[src/rtl/cycle_offset_monitor_if.sv]
// Signal bundle of the cycle_offset_monitor: environment controls (en, input_x,
// new_input) plus the HLC/LLC status and stream results.
interface cycle_offset_monitor_if #(
  parameter int DATA_W = 64
);
  logic              en;
  logic [DATA_W-1:0] input_x;
  logic              new_input;
  logic              hlc_clock;
  logic [DATA_W-1:0] hlc_x;
  logic              hlc_enA;
  logic              hlc_enB;
  logic              hlc_enC;
  logic [DATA_W-1:0] llc_stage;
  logic [DATA_W-1:0] output_a;
  logic              output_a_aktv;
  logic [DATA_W-1:0] output_b;
  logic              output_b_aktv;
  logic [DATA_W-1:0] output_c;
  logic              output_c_aktv;

  modport master (
    output en, input_x, new_input,
    input  hlc_clock, hlc_x, hlc_enA, hlc_enB, hlc_enC, llc_stage,
    input  output_a, output_a_aktv, output_b, output_b_aktv,
    input  output_c, output_c_aktv
  );

  modport slave (
    input  en, input_x, new_input,
    output hlc_clock, hlc_x, hlc_enA, hlc_enB, hlc_enC, llc_stage,
    output output_a, output_a_aktv, output_b, output_b_aktv,
    output output_c, output_c_aktv
  );
endinterface

[src/rtl/cycle_offset_monitor.sv]
// RTLola monitor for a := x + c[-1|0], b := a + 1, c := b + x.
// One event is accepted at stage 0 and evaluated over the following LLC stages.
module cycle_offset_monitor #(
  parameter int DATA_W  = 64,
  parameter int N_STAGE = 5
) (
  input logic                   clk,
  input logic                   rst,
  cycle_offset_monitor_if.slave bus
);

  typedef enum logic [2:0] {
    ST_0 = 3'd0,
    ST_1 = 3'd1,
    ST_2 = 3'd2,
    ST_3 = 3'd3,
    ST_4 = 3'd4
  } stage_t;

  localparam stage_t LAST_STAGE = stage_t'(N_STAGE - 1);

  stage_t            stage_q, stage_d;
  logic              accept, eval_a, eval_b, eval_c, commit_c;

  logic              hlc_clock_q;
  logic [DATA_W-1:0] x_q;
  logic              en_a_q, en_b_q, en_c_q;
  logic [DATA_W-1:0] a_q, b_q, c_q, c_hist_q;
  logic              a_aktv_q, b_aktv_q, c_aktv_q;

  always_ff @(posedge clk) begin
    if (!rst)        stage_q <= ST_0;
    else if (bus.en) stage_q <= stage_d;
  end

  always_comb begin
    stage_d  = ST_0;
    case (stage_q)
      ST_0:    stage_d = ST_1;
      ST_1:    stage_d = ST_2;
      ST_2:    stage_d = ST_3;
      ST_3:    stage_d = ST_4;
      default: stage_d = ST_0;
    endcase
    if (stage_q == LAST_STAGE) stage_d = ST_0;

    accept   = (stage_q == ST_0);
    eval_a   = (stage_q == ST_1) && en_a_q;
    eval_b   = (stage_q == ST_2) && en_b_q;
    eval_c   = (stage_q == ST_3) && en_c_q;
    commit_c = (stage_q == ST_4) && en_c_q;
  end

  // Two's complement addition wraps identically for signed and unsigned data.
  always_ff @(posedge clk) begin
    if (!rst) begin
      hlc_clock_q <= 1'b0;
      x_q         <= '0;
      en_a_q      <= 1'b0;
      en_b_q      <= 1'b0;
      en_c_q      <= 1'b0;
      a_q         <= '0;
      b_q         <= '0;
      c_q         <= '0;
      c_hist_q    <= '0;
      a_aktv_q    <= 1'b0;
      b_aktv_q    <= 1'b0;
      c_aktv_q    <= 1'b0;
    end else if (bus.en) begin
      hlc_clock_q <= 1'b0;
      if (accept) begin
        x_q         <= bus.input_x;
        en_a_q      <= bus.new_input;
        en_b_q      <= bus.new_input;
        en_c_q      <= bus.new_input;
        hlc_clock_q <= bus.new_input;
        a_aktv_q    <= 1'b0;
        b_aktv_q    <= 1'b0;
        c_aktv_q    <= 1'b0;
      end
      if (eval_a) begin
        a_q      <= x_q + c_hist_q;
        a_aktv_q <= 1'b1;
      end
      if (eval_b) begin
        b_q      <= a_q + DATA_W'(1);
        b_aktv_q <= 1'b1;
      end
      if (eval_c) begin
        c_q      <= b_q + x_q;
        c_aktv_q <= 1'b1;
      end
      // History is committed only after c of this event is final, so a never sees it early.
      if (commit_c) c_hist_q <= c_q;
    end
  end

  assign bus.hlc_clock     = hlc_clock_q;
  assign bus.hlc_x         = x_q;
  assign bus.hlc_enA       = en_a_q;
  assign bus.hlc_enB       = en_b_q;
  assign bus.hlc_enC       = en_c_q;
  assign bus.llc_stage     = {{(DATA_W-3){1'b0}}, stage_q};
  assign bus.output_a      = a_q;
  assign bus.output_a_aktv = a_aktv_q;
  assign bus.output_b      = b_q;
  assign bus.output_b_aktv = b_aktv_q;
  assign bus.output_c      = c_q;
  assign bus.output_c_aktv = c_aktv_q;

endmodule

[src/flat_wrapper.sv]
// flat-port wrapper written by rule: the top's interface ports become plain ports
module cycle_offset_monitor_flat 
#(
  parameter int DATA_W  = 64,
  parameter int N_STAGE = 5
)
  (clk, rst, bus_en, bus_input_x, bus_new_input, bus_hlc_clock, bus_hlc_x, bus_hlc_enA, bus_hlc_enB, bus_hlc_enC, bus_llc_stage, bus_output_a, bus_output_a_aktv, bus_output_b, bus_output_b_aktv, bus_output_c, bus_output_c_aktv);
  cycle_offset_monitor_if #(.DATA_W(DATA_W)) bus_i ();
  input logic clk;
  input logic rst;
  input wire logic [$bits(bus_i.en)-1:0] bus_en;
  input wire logic [$bits(bus_i.input_x)-1:0] bus_input_x;
  input wire logic [$bits(bus_i.new_input)-1:0] bus_new_input;
  output wire logic [$bits(bus_i.hlc_clock)-1:0] bus_hlc_clock;
  output wire logic [$bits(bus_i.hlc_x)-1:0] bus_hlc_x;
  output wire logic [$bits(bus_i.hlc_enA)-1:0] bus_hlc_enA;
  output wire logic [$bits(bus_i.hlc_enB)-1:0] bus_hlc_enB;
  output wire logic [$bits(bus_i.hlc_enC)-1:0] bus_hlc_enC;
  output wire logic [$bits(bus_i.llc_stage)-1:0] bus_llc_stage;
  output wire logic [$bits(bus_i.output_a)-1:0] bus_output_a;
  output wire logic [$bits(bus_i.output_a_aktv)-1:0] bus_output_a_aktv;
  output wire logic [$bits(bus_i.output_b)-1:0] bus_output_b;
  output wire logic [$bits(bus_i.output_b_aktv)-1:0] bus_output_b_aktv;
  output wire logic [$bits(bus_i.output_c)-1:0] bus_output_c;
  output wire logic [$bits(bus_i.output_c_aktv)-1:0] bus_output_c_aktv;
  assign bus_i.en = bus_en;
  assign bus_i.input_x = bus_input_x;
  assign bus_i.new_input = bus_new_input;
  assign bus_hlc_clock = bus_i.hlc_clock;
  assign bus_hlc_x = bus_i.hlc_x;
  assign bus_hlc_enA = bus_i.hlc_enA;
  assign bus_hlc_enB = bus_i.hlc_enB;
  assign bus_hlc_enC = bus_i.hlc_enC;
  assign bus_llc_stage = bus_i.llc_stage;
  assign bus_output_a = bus_i.output_a;
  assign bus_output_a_aktv = bus_i.output_a_aktv;
  assign bus_output_b = bus_i.output_b;
  assign bus_output_b_aktv = bus_i.output_b_aktv;
  assign bus_output_c = bus_i.output_c;
  assign bus_output_c_aktv = bus_i.output_c_aktv;
  cycle_offset_monitor #(.DATA_W(DATA_W), .N_STAGE(N_STAGE)) u_core (.clk(clk), .rst(rst), .bus(bus_i));
endmodule
[config.mk]
export PLATFORM = sky130hd
export DESIGN_NAME = cycle_offset_monitor_flat
export DESIGN_NICKNAME = d
export VERILOG_FILES = /design/src/rtl/cycle_offset_monitor_if.sv /design/src/rtl/cycle_offset_monitor.sv /design/src/flat_wrapper.sv
export SDC_FILE = /design/constraint.sdc
export NUM_CORES = 1
export LEC_CHECK = 0
export ABC_AREA = 1
export CORE_MARGIN = 4
export CORE_UTILIZATION = 35
export DETAILED_ROUTE_END_ITERATION = 10
export GPL_TIMING_DRIVEN = 0
export HOLD_SLACK_MARGIN = 0.06
export SLEW_MARGIN = 10
export SYNTH_ARGS = -nofsm -noshare
export SYNTH_HDL_FRONTEND = slang
export SYNTH_SLANG_ARGS = --single-unit
[constraint.sdc]
create_clock -name clk -period 5.3 [get_ports clk]
set_input_delay 0.795 -clock clk [delete_from_list [all_inputs] [get_ports clk]]
set_output_delay 0.795 -clock clk [all_outputs]
set_load 0.01 [all_outputs]
---- Yosys cells after proc, flatten, opt, wreduce, memory -nomap -nowiden ----
Cells that the tools add are included.
Widths: inputs -> output; s select.
storage, ports and cells
  register bits ........................... 328
  input port bits ......................... 68
  output and inout port bits .............. 327
  logic and storage cells ................. 41
operators by class
  add/sub/neg operators ................... 3
  equality and inequality tests ........... 4
  multiplexer cells ....................... 7
  reduce and logical (&&, ||, !) cells .... 16
operator list
  kind                   count
  $add 64x64->64         2
  $add 64x1->64 const B  1
  $reduce_and 2->1       8
  $pmux 3 s4             1
  $eq 3x2->1 const B     2
  $reduce_bool 2->1      3
  $mux 1                 5
  $logic_and 1x1->1      4
  $eq 3x1->1 const B     1
  $eq 3x3->1 const B     1
  $logic_not 3->1        1
  $mux 3                 1

---- Depth between registers and ports, before layout ----
  word-level depth ........................ 4
  depth in mapped cells ................... 16
  depth with buffers taken out ............ 16

---- Worst setup path after synthesis ----
OpenSTA, ideal clock, no wires.
  kind .................................... register to register
  start point ............................. register u_core.x_q[0] (netlist: u_core.bus.hlc_x[0])
  end point ............................... register u_core.a_q[28] (netlist: u_core.bus.output_a[28])
  setup time .............................. 0.115 ns
  arrival ................................. 1.915 ns
  required time ........................... 5.185 ns
  setup slack ............................. 3.269 ns
  cell stages (with the launch flop) ...... 14
  path buffers ............................ 0
  clock period less this slack ............ 2.031 ns
  cells stage by stage .................... dfxtp_1 > ha_1 > fa_1 > nand3_1 > nand3_2 > nand2_1 > nand2_1 > nand2_1 > nand2_1 > nand2_1 > nand2_1 > xor2_1 > o21ai_0 > inv_1
between the ends
  cells in the longest elaborated chain, start to end .. 1
ends and longest elaborated chain
  what                    line                        source
  from (decl)             cycle_offset_monitor.sv:26  logic [DATA_W-1:0] x_q;
  from (signal assigned)  cycle_offset_monitor.sv:72  x_q <= bus.input_x;
  $add 64x64->64          cycle_offset_monitor.sv:82  a_q <= x_q + c_hist_q;
  to (signal assigned)    cycle_offset_monitor.sv:82
  to (decl)               cycle_offset_monitor.sv:28  logic [DATA_W-1:0] a_q, b_q, c_q, c_hist_q;
Every way passes these cells.
A chain may end at the register's enable or synchronous reset.

---- Final worst setup path ----
  start point ............................. input bus_en
  end point ............................... register u_core.x_q[57] (netlist: u_core.bus.hlc_x[57])
between the ends
  cells in the longest elaborated chain, start to end .. 1
ends and longest elaborated chain
  what                               line                source
  from (decl)                        flat_wrapper.sv:11  input wire logic [$bits(bus_i.en)-1:0] bus_en;
  $reduce_and 2->1 (no source line)  -
Every way passes these cells.

==> results_dict.tcl <==
set metrics [dict create \
    drv_slew 0 \
    p_leak_nw 16.9 \
    path_class "input pin to flop" \
    htree_num_levels 2 \
    cp-start-kind "input pin" \
    rsz0062_at_grt "false" \
    whs_ns 0.449 \
    period_share_pct 57.8 \
    place_area_um2 30700 \
    finish.instance_area_um2 32100 \
    r2r_end "u_core.bus.output_b[16]$_SDFFE_PN0P_" \
    cts_post_setup_buffers_inserted 0 \
    die_y_um 280 \
    core.rowCount 99 \
    dieArea_um2 78500 \
    worstMarginPinSlew_ns 1.33 \
    ys_top_cells_by_area "dfxtp_1, nand2_1, inv_1, nor2_1, ha_1" \
    via_per_inst 4.93 \
    wl_mm 130 \
    drt_first_iter_violations 2889 \
    synthTopCellsByCount "nand2_1, inv_1, nor2_1, dfxtp_1, o21ai_0" \
    synth_edf_count 0 \
    ys_seq_area_share_pct 25.3 \
    pwr_density_cell_nw_per_um2 204 \
    crit_arrival_ns 3.57 \
    syn-cell-area_um2 25900 \
    hold_violations 0 \
    antenna_found_initial 7 \
    synth-xor-area-share_pct 2.84 \
    dp_hpwl_mm 111 \
    maxSlewHeadroom_pct 11.3 \
    clk_pin_slew_worst_paths_ns 0.06 \
    finClkSkew_ns 0.0354 \
    cp_top_family "buffers and inverters" \
    status "completed" \
    ys_types 42 \
    worstPathRequired_ns 5.81 \
    vdd_drop_max_v 0.000210 \
    fillers 8123 \
    yosys_warnings 0 \
    hold_buffers 0 \
    async_flop_share_pct 0 \
    nNetsFinal 5188 \
    cts_resized 0 \
    synth_flop_cell "dfxtp_1" \
    ios 395 \
    max_cap_violations 0 \
    r2r-start "u_core.bus.output_a[0]$_SDFFE_PN0P_" \
    cts_tree "built" \
    post_drt_wl_per_cell_um 21.7 \
    die_w_um 280 \
    synth-seq-cells 328 \
    synthSimpleGateAreaFrac_pct 36.8 \
    drc 0 \
    cp-end-kind "flop" \
    cts_root_buf "clkbuf_16" \
    dr.pass1.iters 6 \
    crit_buf_inv 4 \
    clkSinkCount 328 \
    yosysMostFrequentCell "nand2_1" \
    start_util_pct 35.4 \
    grt_pass1_vias 27100 \
    portBuffers 332 \
    holdPathEnd "u_core.c_hist_q[29]$_SDFFE_PN0P_" \
    grt_usage_pct 31.9 \
    worst_hold_path_type "flop to flop" \
    clockBufferDepth 3 \
    coreArea_um2 73200 \
    hp-start "u_core.c_hist_q[29]$_SDFFE_PN0P_" \
    drive_above_1_share_pct 4.54 \
    synth_fa_ha_area_share_pct 6.28 \
    synthCells 4556 \
    vias 29500 \
    rr_worst_depth 10 \
    fin_setup_tns_ns 0 \
    syn2layout_area_growth_pct 23.7 \
    crit_chain "clkdlybuf4s50_1 -> nand3_1 -> inv_1 -> buf_2 -> buf_2 -> nor2_1 -> nor2_1" \
    finalSetupViolCount 0 \
    synth_top_family_by_area "simple AND/OR/NAND/NOR gates" \
    avgSynthCellArea_um2 5.69 \
    gr-total-overflow 0 \
    grt_max_degree 13 \
    cts_buffers 41 \
    place_congestion 1.02 \
    synthMuxAreaShare_pct 0 \
    synth_compound_area_share_pct 11.2 \
    fmax_mhz 326 \
    synth_top_area_share_pct 25.3 \
    timing.critical_path.slowest_stage_cell "nand3_1" \
    antenna_left 0 \
    period_minus_slack_ns 3.06 \
    min_delay_path_depth 2 \
    max_stage_delay_ns 0.74 \
    grt_pass1_wl_mm 182 \
    r2r_slack_ns 2.32 \
    clk_latency_ns 0.60 \
    crit_fanout 10 \
    synth_top_cell_by_area "dfxtp_1" \
]
power breakdown:
part           switching, W  internal [W]  total, W
Combinational      0.000542      0.000353  0.000895
Clock               0.00122       0.00173   0.00295
Sequential         0.000164       0.00253   0.00269
Total               0.00193       0.00461   0.00653
flip-flops by register name, summed over array words and instances, names as in the netlist, 3 cells and up:
name                 cells
u_core.bus.hlc_x        64
u_core.c_hist_q         64
u_core.bus.output_c     64
u_core.bus.output_a     64
u_core.bus.output_b     64
u_core.stage_q           3
placed cells by master (no fill, tap or decap), types with 37 or more instances in the layout:
cell type and count:
a21oi_1 217, buf_4 71, clkbuf_1 68, clkbuf_16 41
clkdlybuf4s50_1 332, conb_1 61, dfxtp_1 328, ha_1 127
inv_1 959, nand2_1 1412, nand3_1 200, nand4_1 48
nor2_1 554, nor3_1 47, o211ai_1 37, o21ai_0 238
xor2_1 73
worst max-delay path by stage:
stage	startpoint	end	slack, ns	cells after the start
2_1_floorplan	u_core.bus.hlc_x[0]$_SDFFE_PN0P_	u_core.bus.output_a[28]$_SDFFE_PN0P_	3.27	13
3_3_place_gp	bus_en	u_core.bus.hlc_x[57]$_SDFFE_PN0P_	1.63	7
3_5_place_dp	bus_en	u_core.bus.hlc_x[60]$_SDFFE_PN0P_	1.61	7
4_1_cts	bus_en	u_core.bus.hlc_x[60]$_SDFFE_PN0P_	2.20	7
5_1_grt	bus_en	u_core.bus.hlc_x[55]$_SDFFE_PN0P_	2.11	7
6_report	bus_en	u_core.bus.hlc_x[57]$_SDFFE_PN0P_	2.24	7
per-layer routing:
| layer | GRT usage (%) | routed length, um |
|---|---|---|
| met3 | 3.97 | 9650 |
| met4 | 11.5 | 5350 |
| met2 | 50.7 | 56800 |
| met1 | 44.5 | 58100 |
| met5 | 0 | 7 |
worst min-delay path: stages, from the launching register on:
cell and delay, ns:
dfxtp_1 0.31, inv_1 0.05, a21oi_1 0.05
metrics by stage:
stage / total power, W / worst slack (ns) / utilization (%) / instances
after floorplan: 0.00313 / 3.27 / - / 4616
after global placement: 0.00361 / 1.63 / 41.9 / 5907
after detailed placement: 0.00361 / 1.61 / 41.9 / 5907
after CTS: 0.00654 / 2.20 / 43.8 / 5981
after global routing: 0.00672 / 2.11 / 43.8 / 5982
final: 0.00653 / 2.24 / 43.8 / 5982
cell type report:
type	instances	area [um^2]	share of cell area, %
inverters	967	3630	11.3
well taps	959	1200	3.74
plain buffers	166	932	2.91
clock inverters	19	238	0.741
repair buffers	332	3320	10.4
diodes	1	2.50	0.00780
multi-input cells	3155	15000	46.9
clock buffers	55	1150	3.58
flip-flops and latches	328	6570	20.5
cells by family after synthesis:
group / count (synthesis)
DFF: 328
and+or+nand+nor: 2338
other: 1
buffers and inverters: 1133
AOI/OAI and AO/OA: 543
adders and majority gates: 129
xor gates and xnor gates: 84
Power figures use the tool's default switching activity.
